==> src/rtl/register_file_scoreboard_pkg.sv <==
// Shared defaults and helpers for the register file with busy scoreboard.
// Optional same-cycle write bypass: REGFILE_WRITE_BYPASS_EN.
package regfile_pkg;

  localparam int W_DEF      = 32;
  localparam int N_REGS_DEF = 16;

  typedef logic [N_REGS_DEF-1:0] busy_vec_t;

  function automatic int pc_index(input int n);
    return n - 1;
  endfunction

endpackage

==> src/rtl/register_file_scoreboard_if.sv <==
// Decode/writeback side bundle of the register file.
// master drives addresses and strobes, slave is the register file.
interface register_file_scoreboard_if #(
  parameter int W      = 32,
  parameter int N_REGS = 16
);
  localparam int AW = $clog2(N_REGS);

  logic [AW-1:0] inp_read_address0;
  logic [AW-1:0] inp_read_address1;
  logic [W-1:0]  out_read_data0;
  logic [W-1:0]  out_read_data1;
  logic          out_read_ready0;
  logic          out_read_ready1;
  logic          write_enable;
  logic [AW-1:0] inp_write_address0;
  logic [W-1:0]  inp_write_data;
  logic          inp_reserve_enable;
  logic [AW-1:0] inp_reserve_address;
  logic          out_reserve_stall;
  logic          inp_pc_enable;
  logic [W-1:0]  inp_write_data_pc;
  logic [W-1:0]  out_pc;

  modport master (
    output inp_read_address0, inp_read_address1,
    output write_enable, inp_write_address0, inp_write_data,
    output inp_reserve_enable, inp_reserve_address,
    output inp_pc_enable, inp_write_data_pc,
    input  out_read_data0, out_read_data1,
    input  out_read_ready0, out_read_ready1,
    input  out_reserve_stall, out_pc
  );

  modport slave (
    input  inp_read_address0, inp_read_address1,
    input  write_enable, inp_write_address0, inp_write_data,
    input  inp_reserve_enable, inp_reserve_address,
    input  inp_pc_enable, inp_write_data_pc,
    output out_read_data0, out_read_data1,
    output out_read_ready0, out_read_ready1,
    output out_reserve_stall, out_pc
  );

endinterface

==> src/rtl/register_file_scoreboard_scoreboard.sv <==
// Per-register busy bits for multi-cycle writers.
// Optional ready bypass on a same-cycle write: REGFILE_WRITE_BYPASS_EN.
module regfile_scoreboard
  import regfile_pkg::*;
#(
  parameter int N_REGS = N_REGS_DEF,
  localparam int AW = $clog2(N_REGS)
) (
  input  logic          clk,
  input  logic          reset_synchronous,
  input  logic          i_wr_en,
  input  logic [AW-1:0] i_wr_addr,
  input  logic          i_rsv_en,
  input  logic [AW-1:0] i_rsv_addr,
  input  logic [AW-1:0] i_rd_addr0,
  input  logic [AW-1:0] i_rd_addr1,
  output logic          o_ready0,
  output logic          o_ready1,
  output logic          o_stall
);

  localparam logic [AW-1:0] PC_A = AW'(pc_index(N_REGS));

  logic [N_REGS-1:0] r_busy;
  logic              w_rsv_live;
  logic              w_clr_same;
  logic              w_accept;

  // A write clearing the target frees it in time for the reserve.
  assign w_rsv_live = i_rsv_en && (i_rsv_addr != PC_A);
  assign w_clr_same = i_wr_en && (i_wr_addr == i_rsv_addr);
  assign w_accept   = w_rsv_live && (!r_busy[i_rsv_addr] || w_clr_same);
  assign o_stall    = w_rsv_live && r_busy[i_rsv_addr] && !w_clr_same;

  always_ff @(posedge clk) begin
    if (reset_synchronous) begin
      r_busy <= '0;
    end else begin
      if (i_wr_en)  r_busy[i_wr_addr]  <= 1'b0;
      if (w_accept) r_busy[i_rsv_addr] <= 1'b1;
    end
  end

`ifdef REGFILE_WRITE_BYPASS_EN
  assign o_ready0 = (i_rd_addr0 == PC_A) || !r_busy[i_rd_addr0] ||
                    (i_wr_en && (i_wr_addr == i_rd_addr0));
  assign o_ready1 = (i_rd_addr1 == PC_A) || !r_busy[i_rd_addr1] ||
                    (i_wr_en && (i_wr_addr == i_rd_addr1));
`else
  assign o_ready0 = (i_rd_addr0 == PC_A) || !r_busy[i_rd_addr0];
  assign o_ready1 = (i_rd_addr1 == PC_A) || !r_busy[i_rd_addr1];
`endif

endmodule

==> src/rtl/register_file_scoreboard.sv <==
// Parametrised register file with top-index PC and busy scoreboard.
// Optional same-cycle write bypass: REGFILE_WRITE_BYPASS_EN.
module register_file_scoreboard
  import regfile_pkg::*;
#(
  parameter int W      = W_DEF,
  parameter int N_REGS = N_REGS_DEF
) (
  input logic                       clk,
  input logic                       reset_synchronous,
  register_file_scoreboard_if.slave bus
);

  localparam int AW = $clog2(N_REGS);
  localparam logic [AW-1:0] PC_A = AW'(pc_index(N_REGS));

  logic [W-1:0] r_regs [N_REGS];
  logic         w_pc_load;
  logic [W-1:0] w_rd0;
  logic [W-1:0] w_rd1;

  // A general write to the PC index overrides the sequential PC load.
  assign w_pc_load = bus.inp_pc_enable &&
                     !(bus.write_enable && bus.inp_write_address0 == PC_A);

  always_ff @(posedge clk) begin
    if (reset_synchronous) begin
      for (int i = 0; i < N_REGS; i++) r_regs[i] <= '0;
    end else begin
      if (bus.write_enable) r_regs[bus.inp_write_address0] <= bus.inp_write_data;
      if (w_pc_load)        r_regs[PC_A] <= bus.inp_write_data_pc;
    end
  end

  assign w_rd0  = r_regs[bus.inp_read_address0];
  assign w_rd1  = r_regs[bus.inp_read_address1];
  assign bus.out_pc = r_regs[PC_A];

`ifdef REGFILE_WRITE_BYPASS_EN
  always_comb begin
    bus.out_read_data0 = w_rd0;
    bus.out_read_data1 = w_rd1;
    if (bus.write_enable && bus.inp_write_address0 == bus.inp_read_address0)
      bus.out_read_data0 = bus.inp_write_data;
    else if (w_pc_load && bus.inp_read_address0 == PC_A)
      bus.out_read_data0 = bus.inp_write_data_pc;
    if (bus.write_enable && bus.inp_write_address0 == bus.inp_read_address1)
      bus.out_read_data1 = bus.inp_write_data;
    else if (w_pc_load && bus.inp_read_address1 == PC_A)
      bus.out_read_data1 = bus.inp_write_data_pc;
  end
`else
  assign bus.out_read_data0 = w_rd0;
  assign bus.out_read_data1 = w_rd1;
`endif

  regfile_scoreboard #(.N_REGS(N_REGS)) u_sb (
    .clk               (clk),
    .reset_synchronous (reset_synchronous),
    .i_wr_en           (bus.write_enable),
    .i_wr_addr         (bus.inp_write_address0),
    .i_rsv_en          (bus.inp_reserve_enable),
    .i_rsv_addr        (bus.inp_reserve_address),
    .i_rd_addr0        (bus.inp_read_address0),
    .i_rd_addr1        (bus.inp_read_address1),
    .o_ready0          (bus.out_read_ready0),
    .o_ready1          (bus.out_read_ready1),
    .o_stall           (bus.out_reserve_stall)
  );

endmodule

==> src/flat_wrapper.sv <==
// flat-port wrapper written by rule: the top's interface ports become plain ports
module register_file_scoreboard_flat import regfile_pkg::*;
#(
  parameter int W      = W_DEF,
  parameter int N_REGS = N_REGS_DEF
)
  (clk, reset_synchronous, bus_inp_read_address0, bus_inp_read_address1, bus_write_enable, bus_inp_write_address0, bus_inp_write_data, bus_inp_reserve_enable, bus_inp_reserve_address, bus_inp_pc_enable, bus_inp_write_data_pc, bus_out_read_data0, bus_out_read_data1, bus_out_read_ready0, bus_out_read_ready1, bus_out_reserve_stall, bus_out_pc);
  register_file_scoreboard_if #(.W(W), .N_REGS(N_REGS)) bus_i ();
  input logic clk;
  input logic reset_synchronous;
  input wire logic [$bits(bus_i.inp_read_address0)-1:0] bus_inp_read_address0;
  input wire logic [$bits(bus_i.inp_read_address1)-1:0] bus_inp_read_address1;
  input wire logic [$bits(bus_i.write_enable)-1:0] bus_write_enable;
  input wire logic [$bits(bus_i.inp_write_address0)-1:0] bus_inp_write_address0;
  input wire logic [$bits(bus_i.inp_write_data)-1:0] bus_inp_write_data;
  input wire logic [$bits(bus_i.inp_reserve_enable)-1:0] bus_inp_reserve_enable;
  input wire logic [$bits(bus_i.inp_reserve_address)-1:0] bus_inp_reserve_address;
  input wire logic [$bits(bus_i.inp_pc_enable)-1:0] bus_inp_pc_enable;
  input wire logic [$bits(bus_i.inp_write_data_pc)-1:0] bus_inp_write_data_pc;
  output wire logic [$bits(bus_i.out_read_data0)-1:0] bus_out_read_data0;
  output wire logic [$bits(bus_i.out_read_data1)-1:0] bus_out_read_data1;
  output wire logic [$bits(bus_i.out_read_ready0)-1:0] bus_out_read_ready0;
  output wire logic [$bits(bus_i.out_read_ready1)-1:0] bus_out_read_ready1;
  output wire logic [$bits(bus_i.out_reserve_stall)-1:0] bus_out_reserve_stall;
  output wire logic [$bits(bus_i.out_pc)-1:0] bus_out_pc;
  assign bus_i.inp_read_address0 = bus_inp_read_address0;
  assign bus_i.inp_read_address1 = bus_inp_read_address1;
  assign bus_i.write_enable = bus_write_enable;
  assign bus_i.inp_write_address0 = bus_inp_write_address0;
  assign bus_i.inp_write_data = bus_inp_write_data;
  assign bus_i.inp_reserve_enable = bus_inp_reserve_enable;
  assign bus_i.inp_reserve_address = bus_inp_reserve_address;
  assign bus_i.inp_pc_enable = bus_inp_pc_enable;
  assign bus_i.inp_write_data_pc = bus_inp_write_data_pc;
  assign bus_out_read_data0 = bus_i.out_read_data0;
  assign bus_out_read_data1 = bus_i.out_read_data1;
  assign bus_out_read_ready0 = bus_i.out_read_ready0;
  assign bus_out_read_ready1 = bus_i.out_read_ready1;
  assign bus_out_reserve_stall = bus_i.out_reserve_stall;
  assign bus_out_pc = bus_i.out_pc;
  register_file_scoreboard #(.W(W), .N_REGS(N_REGS)) u_core (.clk(clk), .reset_synchronous(reset_synchronous), .bus(bus_i));
endmodule
==> config.mk <==
export PLATFORM = sky130hd
export DESIGN_NAME = register_file_scoreboard_flat
export DESIGN_NICKNAME = d
export VERILOG_FILES = /design/src/rtl/register_file_scoreboard_pkg.sv /design/src/rtl/register_file_scoreboard_if.sv /design/src/rtl/register_file_scoreboard_scoreboard.sv /design/src/rtl/register_file_scoreboard.sv /design/src/flat_wrapper.sv
export SDC_FILE = /design/constraint.sdc
export NUM_CORES = 1
export LEC_CHECK = 0
export CAP_MARGIN = 20
export CORE_ASPECT_RATIO = 1.4
export CORE_MARGIN = 2
export CORE_UTILIZATION = 60
export CTS_BUF_LIST = sky130_fd_sc_hd__clkbuf_4 sky130_fd_sc_hd__clkbuf_8 sky130_fd_sc_hd__clkbuf_16
export CTS_CLUSTER_SIZE = 10
export DETAILED_ROUTE_END_ITERATION = 16
export PLACE_DENSITY = 0.88
export SLEW_MARGIN = 10
export SYNTH_ARGS = -nofsm -noshare
export SYNTH_HDL_FRONTEND = slang
export SYNTH_SLANG_ARGS = --single-unit
==> constraint.sdc <==
create_clock -name clk -period 3.1 [get_ports clk]
set_clock_uncertainty 0.2 [all_clocks]
set_input_delay 0.465 -clock clk [delete_from_list [all_inputs] [get_ports clk]]
set_output_delay 0.465 -clock clk [all_outputs]
set_load 0.1 [all_outputs]
# Yosys cells after proc, flatten, opt, wreduce, memory -nomap -nowiden
# Memories as Yosys holds them, arrays and structs flattened.
# Cells that the tools add are included.
# totals
mem_bits_rw,512
ff_bits,16
elab_cells,60
memories,1
output_inout_bits,99
# memory_table
memory,words,word_bits,rd,rd_clocked_by_memory_dff,write_ports,line,text
u_core.r_regs,16,32,3,0,16,register_file_scoreboard.sv:17,logic [W-1:0] r_regs [N_REGS];
# classes
n_lt_le_gt_ge,6
n_reduce_logical,18
n_eq_ne,5
n_bitwise,4
muxes,25
# ops
cell,count
$mux W32,2
$mux W16,3
$reduce_or A32 Y1,1
$lt A4 B5 Y1 const B,4
$and A16 B16 Y16,1
$not A16 Y16,1
$or A16 B16 Y16,1
$mux W1,14
$bmux W1 S4,3
$eq A4 B4 Y1 const B,3
$logic_and A1 B1 Y1,9
$demux W1 S4,2
$ge A4 B1 Y1 const B,2
$logic_not A1 Y1,5
$eq A4 B4 Y1,1
$mux W4,1
$ne A4 B4 Y1 const B,1
$logic_or A1 B1 Y1,3
$or A1 B1 Y1,1

# Depth between registers and ports, before layout
# Gate-level depths: netlist of the first run.
# logic_depth
depth_word,10
depth_mapped,7
mapped_depth_nobuf,4

# Hierarchy
# Synthesis of the first run repeated with hierarchy kept, for this count alone.
# hier_totals
cells_unflattened,1823
area_unflattened_um2,27883.0
# by_module_without_submodules
mod,area_each_um2,instances,cells_per_inst,seq_area_each_um2
register_file_scoreboard,26626.8,1,1693,15374.7
regfile_scoreboard,1256.2,1,130,320.3

# Worst setup path after synthesis of the first run
# OpenSTA, ideal clock, no wires.
# synth_path
path_kind,in2out
start,in bus_inp_read_address0[1]
end,out bus_out_read_data0[10]
t_arrival_ps,2924
cell_stages,6
required_time_ps,2435
path_slack_ps,-489
path_cell_list,buf_2 buf_4 clkbuf_1 clkbuf_1 a211oi_1 a21oi_1
# synth_between
elab_chain_len,1
# synth_rtl
item,line,text
start: declaration,flat_wrapper.sv:11,input wire logic [$bits(bus_i.inp_read_address0)-1:0] bus_inp_read_address0;
$mem_v2 Z16 W32,n/a,
end: declaration,flat_wrapper.sv:20,output wire logic [$bits(bus_i.out_read_data0)-1:0] bus_out_read_data0;
# No other way between the ends.

==> results of run 1 <==
## timing repair
| action | 4_1_cts | 5_1_grt |
|---|---|---|
| cloned | 0 | 0 |
| gates resized for setup | 3 | 2 |
| hold buffers | 0 | 0 |
| setup endpoints to repair | 3 | 2 |
## kinds of logic (layout without fill, tap and decap cells)
kind of cell,Yosys count,in the layout,share of synthesized area (%)
simple gates,598,598,12.93
flops,528,528,55.11
xor+xnor,4,4,0.1230
compound gates,199,199,4.881
other cells,0,1,0
mux,341,341,23.58
buf+inv,207,422,3.378
## power by group through the flow
stage | registers [mW] | clock network, mW | logic [mW]
2_1_floorplan | 8.82 | 0 | 2.32
3_3_place_gp | 8.58 | 0 | 3.88
3_5_place_dp | 8.65 | 0 | 3.95
4_1_cts | 8.52 | 6.22 | 3.98
5_1_grt | 8.57 | 6.45 | 4.11
6_report | 8.54 | 6.21 | 3.99
## stage by stage
stage	instances	util (%)	hold slack, ns
after detailed placement	2643	69.72	0.2585
after CTS	2716	73.21	0.2698
after global routing	2716	73.23	0.2937
after global placement	2642	69.69	0.2669
after floorplan	1877	-	0.2295
final	2717	73.23	0.2769
## state kept, by name (all words and copies together), names as in the netlist
name and count:
u_core.r_regs 512, u_core.u_sb.r_busy 16
## cell usage after synthesis
master and number:
and4_1 1, o22ai_1 4, or3b_2 1, a22o_1 32, a31o_2 3, nor2b_1 65, o21a_1 2, nand2_1 8
xor2_1 4, mux2i_1 77, nor3b_1 1, mux4_2 264, buf_8 1, a31oi_1 1, o211ai_1 2, a21oi_1 64
or3_1 1, and3_1 1, a211oi_1 64, buf_6 9, a21o_1 12, and2b_1 2, nand4_1 2, nand3_1 2
edfxtp_1 512, buf_2 28, inv_1 16, clkbuf_1 130, a21oi_2 2, o32ai_1 11, o221ai_1 2, buf_1 4
dfxtp_1 16, nand3b_1 3, and2_1 482, nor3_1 6, nor2_1 17, nand2b_1 6, buf_4 19
## final cells by class
type                            count  share of cell area [%]
Antenna cell                        1                0.007282
Clock buffer                       70                   4.587
Clock inverter                      3                  0.1274
Inverter                           16                  0.1748
Multi-Input combinational cell   1142                   35.33
Sequential cell                   528                   45.67
Tap cell                          624                   2.272
Timing Repair Buffer              333                   11.83
## path summary, 6_finish.rpt
kind                                      startpoint  cells after the start                                 to  slack [ns]
setup / recovery  u_core.r_regs[5][31]$_SDFFCE_PN0P_                      6             bus_out_read_data0[31]        0.06
hold / removal     u_core.u_sb.r_busy[15]$_SDFF_PP0_                      1  u_core.u_sb.r_busy[15]$_SDFF_PP0_        0.28
setup reg to reg    u_core.u_sb.r_busy[2]$_SDFF_PP0_                      4   u_core.u_sb.r_busy[3]$_SDFF_PP0_        1.23
hold reg to reg    u_core.u_sb.r_busy[15]$_SDFF_PP0_                      1  u_core.u_sb.r_busy[15]$_SDFF_PP0_        0.28
## routing by layer
layer / global-route usage [%] / up-vias
li1: - / 7644
met2: 59.58 / 1519
met5: 0 / -
met3: 6.290 / 395
met1: 37.27 / 9569
met4: 20.82 / 2
==> metrics.log, run 1 <==
[metrics] run status: finished, final reports clean
[metrics] total length of routed met3 wires: slightly below 9 mm
[metrics] initial core utilization: 60.69%
[metrics] cell chain of the critical path: mux4_2, nor2b_1, a211oi_1, buf_4, a21oi_2, buf_12
[metrics] highest clock rate: roughly 330 MHz
[metrics] net switching power figure: approximately 5.4 mW
[metrics] Synth area leader: edfxtp_1
[metrics] Std-Cell Rows: 94
[metrics] buffers added on ports: 183
[metrics] Setup Buffers After CTS: 0
[metrics] overall overflow remaining after global route: 0
[metrics] ratio of final minimum period to clock period: 98.21%
[metrics] via count of the first global-routing pass: roughly 21000
[metrics] count of fill cells added during filler insertion: roughly 2600
[metrics] share of layout cells above drive strength 1: 32.79%
[metrics] CTS H-tree depth: 2
[metrics] Clock Tree Buf Depth: 3
[metrics] Die H: approximately 260 um
[metrics] Die Footprint: about 50000 sq um
[metrics] minimum period implied by the final worst setup slack: slightly above 3 ns
[metrics] synthesized area per cell: around 15 sq um
[metrics] Std-Cell Core Area: between 40000 and 50000 sq um
[metrics] clock-pin transition on the worst setup and hold timing paths: roughly 0.06 ns
[metrics] clock share of power: between 30% and 40%
[metrics] later-pin clock latency in the skew report: approximately 0.59 ns
[metrics] fraction of power consumed by combinational cells: a little over a fifth
[metrics] Critical Path AT: 2.38 ns
[metrics] most common cell after layout, fill and taps aside: edfxtp_1
[metrics] count of synthesis-stage warnings from yosys: 0
[metrics] root buffer cell: clkbuf_16
[metrics] portion of total power attributed to sequential cells: 45.6%
[metrics] Rel. slew slack: between 50% and 60%
[metrics] transition time at the pin with the least slew margin: roughly 0.7 ns
[metrics] P&R area growth vs syn: 20.67%
[metrics] met2 routed wirelength: approximately 43 mm
[metrics] max-cap violation count: 0
[metrics] global routing usage summed across all routing layers: ~33%
[metrics] maximum number of pins on one net before global-route repair: between 50 and 60
[metrics] initial antenna violation count: 2
[metrics] category of the worst setup path capture point: primary output
[metrics] residual DRC count: 0
[metrics] PD cells: 545.3 nW/um^2
[metrics] category of the worst setup path launch point: flip-flop
[metrics] HPWL after detailed placement: a little over 50 mm
[metrics] LEAKAGE: 12.21 nW
[metrics] Final Net Count: ~2200
[metrics] number of antenna-violating nets in the routed design: 0
[metrics] CP bufs+invs: 2
[metrics] critical path fanouts, max: 2
[metrics] vias after detailed routing: 19130
[metrics] Syn Std Cell Area: ~28000 sq um
[metrics] share of the yosys chip area belonging to registers: 55.11%
[metrics] commonest non-fill, non-tap cells in the layout: edfxtp_1, and2_1, mux4_2, buf_4, buf_12
[metrics] worst IR drop on VDD: ~0.52 mV
[metrics] flip-flop and latch area: between 15000 and 20000 sq um
[metrics] RSZ-0062 raised after global routing: false
[metrics] number of buffers inserted during clock tree synthesis: slightly below 60
[metrics] final setup violation count: 0
[metrics] GP Congestion: ~0.88
[metrics] placement-stage worst setup slack: 0.09937 ns
[metrics] footprint of the multi-input gates: between 10000 and 15000 sq um
[metrics] sink count of the clock tree: ~530
[metrics] CP delay by family, top: multiplexers
[metrics] largest cells by area after synthesis: edfxtp_1, mux4_2, and2_1
[metrics] post-synth top area share: between 50% and 60%
[metrics] met1 wire length: 25.29 mm
[metrics] number of cells produced by synthesis: approximately 1900
[metrics] WP data required: between 2 and 2.5 ns
[metrics] internal power of the cells: around 13 mW
[metrics] via density per instance: 7.040
[metrics] number of top-level design ports: ~180
[metrics] routed len/inst: 30.18 um
[metrics] Slowest cell on crit path: mux4_2
[metrics] Sw Ratio: ~29%
[metrics] clock tree from TritonCTS: built
[metrics] global-route wire length before repair: roughly 120 mm
[metrics] DRT Wirelength: 81.99 mm
[metrics] post-route design area: between 30000 and 40000 sq um
[metrics] width of the die: roughly 190 um
[metrics] post-synth net total: 1962
[metrics] Worst Hold Class: flip-flop to flip-flop
[metrics] Final Max Slew Viols: 0
[metrics] Overall Power: between 15 and 20 mW
[metrics] number of register bits inferred by synthesis: approximately 530
[metrics] total cell area at the placement stage: roughly 33000 sq um
[metrics] Synth cell types: 39
[metrics] post-route setup TNS: 0 ns
[metrics] delay of the slowest cell on the worst path: about 0.52 ns
[metrics] Crit Path Category: flip-flop to primary output
[metrics] first-pass detailed-route iteration total: 6
[metrics] Hold Fails Final Rpt: 0
[metrics] highest routed metal layer: met5
[metrics] Worst Setup Slack, final: 0.05552 ns
[metrics] number of violations reported at the end of detailed-routing iteration 0: 2183
(Power assumes the default switching activity.)
==> run 2: changes to the inputs <==
- CORE_MARGIN: 2 -> 4
- CORE_UTILIZATION: 60 -> 54
- PLACE_DENSITY: 0.88 -> 0.84
- clock period: 3.1 -> 2.5 ns (I/O delays scaled with it)
==> metrics.log, run 2 (synthesis results as in run 1) <==
[metrics] Worst Setup Slack, final: -0.4057 ns
[metrics] Rel. slew slack: between 20% and 30%
[metrics] Die Footprint: ~57000 sq um
[metrics] commonest non-fill, non-tap cells in the layout: edfxtp_1, and2_1, mux4_2, buf_4, buf_12
[metrics] residual DRC count: 0
[metrics] critical register-to-register path startpoint: u_core.u_sb.r_busy[15]$_SDFF_PP0_
[metrics] global routing usage summed across all routing layers: between 30% and 40%
[metrics] Final Net Count: around 2300
[metrics] CTS H-tree depth: 2
[metrics] number of top-level design ports: 184
[metrics] initial antenna violation count: 1
[metrics] LEAKAGE: around 13 nW
[metrics] share of layout cells above drive strength 1: between 40% and 50%
[metrics] Sw Ratio: between 20% and 30%
[metrics] Std-Cell Rows: approximately 100
[metrics] number of antenna-violating nets in the routed design: 0
[metrics] Worst Hold Margin: approximately 0.24 ns
[metrics] Hold Path Origin: bus_inp_write_data_pc[11]
[metrics] flip-flop and latch area: between 15000 and 20000 sq um
[metrics] Crit Path Category: flip-flop to primary output
[metrics] max-cap violation count: 0
[metrics] Hold Fails Final Rpt: 0
[metrics] first-pass detailed-route iteration total: 8
[metrics] HPWL after detailed placement: between 50 and 60 mm
[metrics] initial core utilization: 54.61%
[metrics] Std-Cell Core Area: about 52000 sq um
[metrics] run status: finished with violations
[metrics] depth of the worst hold-timing path: 2
[metrics] count of placed standard cells in the final layout, fillers left out: just under 3000
[metrics] Worst Hold Class: input port to flip-flop
[metrics] most common cell after layout, fill and taps aside: edfxtp_1
[metrics] internal power of the cells: roughly 17 mW
[metrics] Die H: ~280 um
[metrics] global-route wire length before repair: about 140 mm
[metrics] via count of the first global-routing pass: 21720
[metrics] buffers added on ports: 183
[metrics] Slowest cell on crit path: mux4_2
[metrics] number of buffers inserted during clock tree synthesis: 59
[metrics] Overall Power: between 20 and 25 mW
[metrics] transition time at the pin with the least slew margin: roughly 1.2 ns
[metrics] terminating pin of the worst hold path: u_core.r_regs[15][11]$_DFFE_PP_
[metrics] via density per instance: approximately 6.8
[metrics] placed cell count: 2834
[metrics] net switching power figure: a little over 7 mW
[metrics] clock tree from TritonCTS: built
[metrics] maximum number of pins on one net before global-route repair: 44
[metrics] minimum period implied by the final worst setup slack: approximately 2.9 ns
[metrics] WP data required: roughly 1.9 ns
[metrics] largest registers in the final layout: u_core.r_regs: 512 flops, u_core.u_sb.r_busy: 16 flops
[metrics] cell chain of the critical path: mux4_2, nor2b_4, a211oi_2, buf_4, a21oi_4, buf_12
[metrics] vias after detailed routing: around 20000
[metrics] P&R area growth vs syn: 31.96%
[metrics] most flop-heavy register: u_core.r_regs
[metrics] worst IR drop on VDD: ~0.6 mV
[metrics] RSZ-0062 raised after global routing: true
[metrics] DRT Wirelength: around 93 mm
[metrics] routed len/inst: roughly 32 um
[metrics] reg-to-reg slack, setup: just over 0.6 ns
[metrics] category of the worst setup path capture point: primary output
[metrics] root buffer cell: clkbuf_16
[metrics] portion of total power attributed to sequential cells: 43.5%
[metrics] Clock Tree Buf Depth: 3
[metrics] delay of the slowest cell on the worst path: approximately 0.5 ns
[metrics] GP Congestion: between 0.8 and 0.9
[metrics] count of fill cells added during filler insertion: about 2900
[metrics] clock-pin transition on the worst setup and hold timing paths: approximately 0.06 ns
[metrics] Final Max Slew Viols: 0
[metrics] ratio of final minimum period to clock period: 116.2%
[metrics] violations in the final reports: negative setup slack
[metrics] post-route setup TNS: -18.92 ns
[metrics] sink count of the clock tree: ~530
[metrics] later-pin clock latency in the skew report: 0.59 ns
[metrics] width of the die: about 200 um
[metrics] number of violations reported at the end of detailed-routing iteration 0: between 2000 and 3000
[metrics] PD cells: between 600 and 700 nW/um^2
[metrics] CP bufs+invs: 2
[metrics] footprint of the multi-input gates: 13590 sq um
[metrics] worst r2r dst: u_core.u_sb.r_busy[14]$_SDFF_PP0_
[metrics] CP delay by family, top: multiplexers
[metrics] critical path fanouts, max: 2
[metrics] hold-fix buffer count after cts: 0
[metrics] clock share of power: about a third
[metrics] category of the worst setup path launch point: flip-flop
[metrics] highest clock rate: 344.1 MHz
[metrics] worst reg2reg path depth: 5
[metrics] overall overflow remaining after global route: 0
[metrics] fraction of power consumed by combinational cells: between 20% and 30%
[metrics] number of flip-flops in the largest register: around 510
[metrics] final setup violation count: 67
[metrics] Critical Path AT: around 2.3 ns
-- run 2: changes by cell type in the layout (fill, tap and decap cells not counted), moves of 12 or more --
cell / previous run / this run
dfxtp_2: 0 / 14
a21oi_4: 0 / 64
buf_4: 145 / 205
nor2b_4: 0 / 47
nor2b_1: 65 / 18
buf_12: 108 / 158
a21o_1: 12 / 0
a211oi_1: 60 / 2
a21o_2: 0 / 12
a211oi_2: 4 / 60
mux2i_2: 0 / 55
mux2i_1: 77 / 21
a21oi_2: 66 / 2
dfxtp_1: 16 / 1
-- run 2: worst register-to-register path, stage by stage (launching register included) --
cell	delay, ns
dfxtp_2	0.36
mux2i_1	0.09
mux4_2	0.49
buf_4	0.15
a21oi_2	0.30
o32ai_1	0.16
-- run 2: worst max path at each step --
stage | slack, ns | startpoint | cells past startpoint | to
6_report | -0.41 | u_core.r_regs[5][7]$_SDFFCE_PN0P_ | 6 | bus_out_read_data0[7]
5_1_grt | -0.42 | u_core.r_regs[1][7]$_SDFFCE_PN0P_ | 6 | bus_out_read_data0[7]
4_1_cts | -0.41 | u_core.r_regs[0][5]$_SDFFCE_PN0P_ | 6 | bus_out_read_data0[5]
3_5_place_dp | -0.31 | bus_write_enable | 6 | u_core.r_regs[9][15]$_SDFFCE_PN0P_
3_3_place_gp | -0.28 | bus_inp_read_address0[0] | 8 | bus_out_read_data0[5]
2_1_floorplan | -0.09 | u_core.r_regs[15][10]$_DFFE_PP_ | 3 | bus_out_read_data0[10]
-- run 2: cell type report --
cell class                      instances  share of cell area [%]
Sequential cell                       528                   41.82
Multi-Input combinational cell       1142                   36.15
Timing Repair Buffer                  448                   15.07
Clock buffer                           74                   4.275
Tap cell                              707                   2.354
Clock inverter                          4                  0.1598
Inverter                               16                  0.1598
Antenna cell                            2                 0.01332
-- run 2: routing by layer --
| layer | GRT usage, % | up-vias | share of wire [%] |
|---|---|---|---|
| li1 | - | 7878 | - |
| met1 | 37.13 | 9966 | 31 |
| met2 | 55.44 | 1611 | 51 |
| met3 | 6.728 | 459 | 10 |
| met4 | 20.29 | 0 | 7.3 |
| met5 | 0 | - | 0 |
-- run 2: timing repair --
action                                  in CTS  in global routing
pin swaps                                   53                 13
cloned                                       3                  0
endpoints found under the hold margin        0                  0
endpoints found under the setup margin      67                 67
gates resized for setup                    131                 48
setup buffers                                4                  0
-- run 2: per-stage QoR --
stage,cell area (sq um),util (%),setup slack [ns]
after floorplan,29420,-,-0.09035
after detailed placement,35050,67.21,-0.3136
final,37580,72.07,-0.4057
after CTS,37370,71.65,-0.4060
after global routing,37580,72.06,-0.4182
after global placement,35050,67.21,-0.2791
-- run 2: power groups by stage --
stage	Clock, mW	Sequential, mW	Combinational [mW]
final	7.93	10.6	5.83
after global routing	8.30	10.6	5.97
after CTS	7.92	10.6	5.73
after detailed placement	0	10.7	5.52
after global placement	0	10.6	5.42
after floorplan	0	10.9	3.15
==> run 3: changes to the inputs <==
- CELL_PAD_IN_SITES_DETAIL_PLACEMENT: not set -> 2
- CELL_PAD_IN_SITES_GLOBAL_PLACEMENT: not set -> 2
- CORE_UTILIZATION: 54 -> 40
- GPL_TIMING_DRIVEN: not set -> 0
- SETUP_SLACK_MARGIN: not set -> 0.2
==> metrics.log, run 3 (synthesis results as in run 1) <==
[metrics] Sw Ratio: around 32%
[metrics] Std-Cell Rows: approximately 120
[metrics] largest registers in the final layout: u_core.r_regs: 512 flops, u_core.u_sb.r_busy: 16 flops
[metrics] number of top-level design ports: 184
[metrics] run status: finished with violations
[metrics] DRT Wirelength: roughly 130 mm
[metrics] reg-to-reg slack, setup: around 0.33 ns
[metrics] Worst Hold Class: input port to flip-flop
[metrics] overall overflow remaining after global route: 0
[metrics] via count of the first global-routing pass: ~24000
[metrics] Die H: roughly 320 um
[metrics] width of the die: 233.5 um
[metrics] count of fill cells added during filler insertion: 6063
[metrics] worst r2r dst: u_core.u_sb.r_busy[0]$_SDFF_PP0_
[metrics] met2 Track Usage GR: 59.58%
[metrics] buffers added on ports: approximately 170
[metrics] worst IR drop on VDD: approximately 0.54 mV
[metrics] most common cell after layout, fill and taps aside: edfxtp_1
[metrics] minimum period implied by the final worst setup slack: around 3.0 ns
[metrics] met1 Use GR: around 38%
[metrics] Clock Tree Buf Depth: 3
[metrics] later-pin clock latency in the skew report: ~0.67 ns
[metrics] ratio of final minimum period to clock period: 119.4%
[metrics] clock-pin transition on the worst setup and hold timing paths: ~0.070 ns
[metrics] LEAKAGE: ~13 nW
[metrics] Std-Cell Core Area: between 70000 and 80000 sq um
[metrics] worst reg2reg path depth: 6
[metrics] critical path fanouts, max: 2
[metrics] residual DRC count: 0
[metrics] clock tree from TritonCTS: built
[metrics] initial antenna violation count: 8
[metrics] global routing usage on met3: under 10%
[metrics] number of buffers inserted during clock tree synthesis: 60
[metrics] net switching power figure: slightly above 8 mW
[metrics] via density per instance: about 7
[metrics] fraction of power consumed by combinational cells: between 20% and 30%
[metrics] first-pass detailed-route iteration total: 5
[metrics] Critical Path AT: 2.41 ns
[metrics] Final Net Count: about 2200
[metrics] Die Footprint: around 76000 sq um
[metrics] portion of total power attributed to sequential cells: between 40% and 50%
[metrics] violations in the final reports: negative setup slack
[metrics] GP Congestion: 0.8337
[metrics] critical register-to-register path startpoint: u_core.u_sb.r_busy[3]$_SDFF_PP0_
[metrics] global routing usage summed across all routing layers: roughly a third
[metrics] vias after detailed routing: around 21000
[metrics] share of layout cells above drive strength 1: 43.36%
[metrics] maximum number of pins on one net before global-route repair: 34
[metrics] Rel. slew slack: between 20% and 30%
[metrics] HPWL after detailed placement: just over 80 mm
[metrics] category of the worst setup path capture point: primary output
[metrics] depth of the worst hold-timing path: 3
[metrics] clock share of power: 33.6%
[metrics] max-cap violation count: 0
[metrics] global-route wire length before repair: ~180 mm
[metrics] final setup violation count: between 60 and 70
[metrics] highest clock rate: 334.9 MHz
[metrics] initial core utilization: roughly two fifths
[metrics] total cell area at the placement stage: between 30000 and 40000 sq um
[metrics] routed len/inst: roughly 43 um
[metrics] capturing instance or port of the critical path: bus_out_read_data1[3]
[metrics] count of placed standard cells in the final layout, fillers left out: between 3000 and 4000
[metrics] Hold Fails Final Rpt: 0
[metrics] sink count of the clock tree: approximately 530
[metrics] number of violations reported at the end of detailed-routing iteration 0: approximately 2700
[metrics] root buffer cell: clkbuf_16
[metrics] most flop-heavy register: u_core.r_regs
[metrics] commonest non-fill, non-tap cells in the layout: edfxtp_1, and2_1, mux4_2, buf_12, clkbuf_2
[metrics] final core occ: around 53%
[metrics] Worst Setup Slack, final: -0.4858 ns
[metrics] transition time at the pin with the least slew margin: 1.064 ns
[metrics] CTS H-tree depth: 2
[metrics] post-route setup TNS: -26.36 ns
[metrics] number of flip-flops in the largest register: between 500 and 600
[metrics] PD cells: between 600 and 700 nW/um^2
[metrics] WP data required: 1.92 ns
[metrics] post-route design area: 37030 sq um
[metrics] category of the worst setup path launch point: flip-flop
[metrics] beginning of the critical path: u_core.r_regs[2][3]$_SDFFCE_PN0P_
[metrics] number of antenna-violating nets in the routed design: 0
[metrics] Final Max Slew Viols: 0
[metrics] internal power of the cells: 17.07 mW
[metrics] Worst Hold Margin: between 0.03 and 0.04 ns
[metrics] placed cell count: ~3000
[metrics] P&R area growth vs syn: 30.03%
[metrics] global routing's busiest layer: met2
[metrics] Crit Path Category: flip-flop to primary output
[metrics] RSZ-0062 raised after global routing: true
==> run 3: changes by cell type in the layout (fill, tap and decap cells not counted), sizes merged, moves of 2 or more <==
cell,change
buf,-209
clkbuf,+134
clkdlybuf4s15,+26
clkdlybuf4s50,-7
clkdlybuf4s18,+4
bufbuf,-3
clkinv,+2
dlygate4sd3,+2
==> run 3: what timing repair did <==
action | CTS | global route
hold buffers | 2 | 0
pin swaps | 68 | 24
setup endpoints to repair | 756 | 329
hold endpoints to repair | 2 | 0
resized for setup | 1078 | 81
gates cloned | 0 | 0
setup buffers | 10 | 4
==> run 3: worst min-delay path by stage <==
stage | startpoint | endpoint | slack, ns
final | bus_inp_reserve_address[3] | u_core.u_sb.r_busy[13]$_SDFF_PP0_ | 0.03
after detailed placement | u_core.u_sb.r_busy[15]$_SDFF_PP0_ | u_core.u_sb.r_busy[15]$_SDFF_PP0_ | 0.25
after CTS | bus_inp_reserve_address[3] | u_core.u_sb.r_busy[13]$_SDFF_PP0_ | 0.01
after global placement | u_core.u_sb.r_busy[15]$_SDFF_PP0_ | u_core.u_sb.r_busy[15]$_SDFF_PP0_ | 0.25
after global routing | bus_inp_reserve_address[3] | u_core.u_sb.r_busy[14]$_SDFF_PP0_ | 0.05
after floorplan | u_core.u_sb.r_busy[15]$_SDFF_PP0_ | u_core.u_sb.r_busy[15]$_SDFF_PP0_ | 0.23
==> run 3: power by group through the flow <==
stage                     Clock (mW)  Sequential (mW)  Combinational, mW
after floorplan                    0             10.9               3.18
after global placement             0             10.7               4.80
after detailed placement           0             10.8               5.04
after CTS                       8.27             10.6               5.82
after global routing            8.80             10.7               6.15
final                           8.49             10.7               6.07
==> run 3: per-layer routing <==
metal | share of wire (%) | up-vias
li1 | - | 7722
met1 | 33 | 11150
met2 | 51 | 1771
met3 | 9.1 | 556
met4 | 7.3 | 2
met5 | 0.0098 | -
==> run 3: area by class of cell <==
cell class              count  area [sq um]  share of cell area (%)
well taps                 936          1171                   3.162
plain buffers             191          1276                   3.446
flip-flops and latches    528         15720                   42.45
clock inverters             7         65.06                  0.1757
clock buffers              77          1635                   4.416
diodes                      3         7.507                 0.02027
inverters                  16         60.06                  0.1622
repair buffers            200          2877                   7.767
multi-input cells        1142         14220                   38.40
==> run 3: metrics by stage <==
stage / power (mW) / setup WS (ns)
2_1_floorplan: 14.12 / -0.06664
3_3_place_gp: 15.46 / -1.999
3_5_place_dp: 15.82 / -2.061
4_1_cts: 24.70 / -0.4293
5_1_grt: 25.66 / -0.4969
6_report: 25.24 / -0.4858
==> run 3: worst max-delay path, stage by stage (launching register included) <==
cell	delay, ns
edfxtp_1	0.50
mux4_2	0.58
a211oi_2	0.40
a21oi_4	0.07
buf_12	0.20
==> variant: new RTL, settings of run 3 <==
Add a define of `REGFILE_WRITE_BYPASS_EN`.
--- a/src/rtl/register_file_scoreboard_scoreboard.sv
+++ b/src/rtl/register_file_scoreboard_scoreboard.sv
@@ -2,2 +2,4 @@
 // Optional ready bypass on a same-cycle write: REGFILE_WRITE_BYPASS_EN.
+`define REGFILE_WRITE_BYPASS_EN
+
 module regfile_scoreboard
Behaviour: not the same (Yosys sat finds a counterexample within 4 cycles, from zero or initial values and one cycle with reset_synchronous high).
==> variant against run 3 <==
- the run still ends with setup timing left
- synthesized area is 8.8% higher
- total power grew 3.6%
- via count up 18%
- design area rose by 6.3%
- sequential cell count unchanged
- cell count is 13% higher
- setup slack worse by 0.16 ns
- wire length grew 22%
- largest power group unchanged
- highest routed layer is now met4
==> variant: results <==
[status]
status = "complete, but fails checks"
violations = "setup timing"

[placed_design]
place_hpwl_mm = 96.7
gp_congestion = 0.889
pre_cts_slack_ns = -2.41
dp.cells = 3355
io_buffers = 170
placed_area_sq_um = 35700

[detailed_routing]
wl_mm = 161
drt_iter0_drc = 3832
drt-vias-per-instance = 7.20

[worst_setup_path]
critPathArrivalTime_ns = 2.57
reg2reg_from = "u_core.u_sb.r_busy[11]$_SDFF_PP0_"
reg2reg_to = "u_core.u_sb.r_busy[3]$_SDFF_PP0_"
cp-startpoint = "u_core.r_regs[0][23]$_SDFFCE_PN0P_"
r2r_cells = 4
rrSetupSlack_ns = 0.49
worstSetupEndpoint = "bus_out_read_data1[23]"

[timing]
setup_slack_ns = -0.644
relSlewSlack = 0.201
fin_tns_setup_ns = -31.59
hold_slack_ns = 0.0578
setup_viol = 67

[global_routing]
use_met3 = 0.0847
use_met2 = 0.611
antenna_found_initial = 4
grt_pass1_wl_mm = 211
grtUsageTotal = 0.364
grtUsageMet1 = 0.401
grt_pass1_vias = 26896

[synthesis]
syn_nets = 2218
synthTopCellsByArea = "edfxtp_1, mux4_2, and2_1"
synth_cell_type_count = 51
ys_seq_area_frac = 0.506
synthArstFlopShare = 0
synth_common_cells = "edfxtp_1, and2_1, mux4_2"
avgSynthCellArea_sq_um = 14.5

[clocking]
insertion_delay_ns = 0.68
numCtsBuffers = 59

[layout]
fin_nets = 2515
final_cells = 3489
drive_above_1_share = 0.421

[pwr]
p_leak_nw = 13.7
max-vdd-ir-drop_uv = 602

[hold_path]
min-delay-start = "bus_inp_reserve_address[0]"
variant: power breakdown:
part           internal [mW]  switching, mW
Sequential              10.3          0.459
Combinational           2.60           4.35
Clock                   4.46           4.02
variant: worst min path at each step:
stage                                                    to  cells past startpoint
after floorplan           u_core.u_sb.r_busy[15]$_SDFF_PP0_                      1
after CTS                  u_core.u_sb.r_busy[5]$_SDFF_PP0_                      3
after detailed placement  u_core.u_sb.r_busy[15]$_SDFF_PP0_                      1
after global routing       u_core.u_sb.r_busy[5]$_SDFF_PP0_                      3
after global placement    u_core.u_sb.r_busy[15]$_SDFF_PP0_                      1
final                      u_core.u_sb.r_busy[5]$_SDFF_PP0_                      3
variant: cell families (layout without fill, tap and decap cells):
logic type                after synthesis  in the layout  share of synthesized area
xor gates and xnor gates               12             12                    0.00339
and+or+nand+nor                       809            809                      0.151
AOI/OAI and AO/OA                     145            145                     0.0549
DFF                                   528            528                      0.506
muxes                                 403            403                      0.242
buffers and inverters                 236            553                     0.0420
other                                   0              2                          0
variant: layout make-up:
type,instances,area [sq um]
diodes,2,5.00
inverters,17,68.8
well taps,1037,1300
fillers,6767,37300
clock buffers,77,1610
multi-input cells,1369,16000
plain buffers,218,1710
clock inverters,4,58.8
repair buffers,237,2910
flip-flops and latches,528,15700
variant: layer usage:
layer,part of all wire,vias up
met4,0.099,0
met5,0,-
met3,0.098,847
met2,0.48,2470
li1,-,8817
met1,0.33,12974
variant: critical path: stages (launching register included):
cell	delay (ns)
edfxtp_1	0.50
mux4_2	0.56
mux2i_1	0.28
or2_4	0.20
a41oi_4	0.14
buf_12	0.20
variant: repair_timing:
| item | in CTS | in global routing |
|---|---|---|
| endpoints found under the setup margin | 976 | 528 |
| resized for setup | 937 | 155 |
| pin swaps | 38 | 46 |
| setup buffers | 32 | 20 |
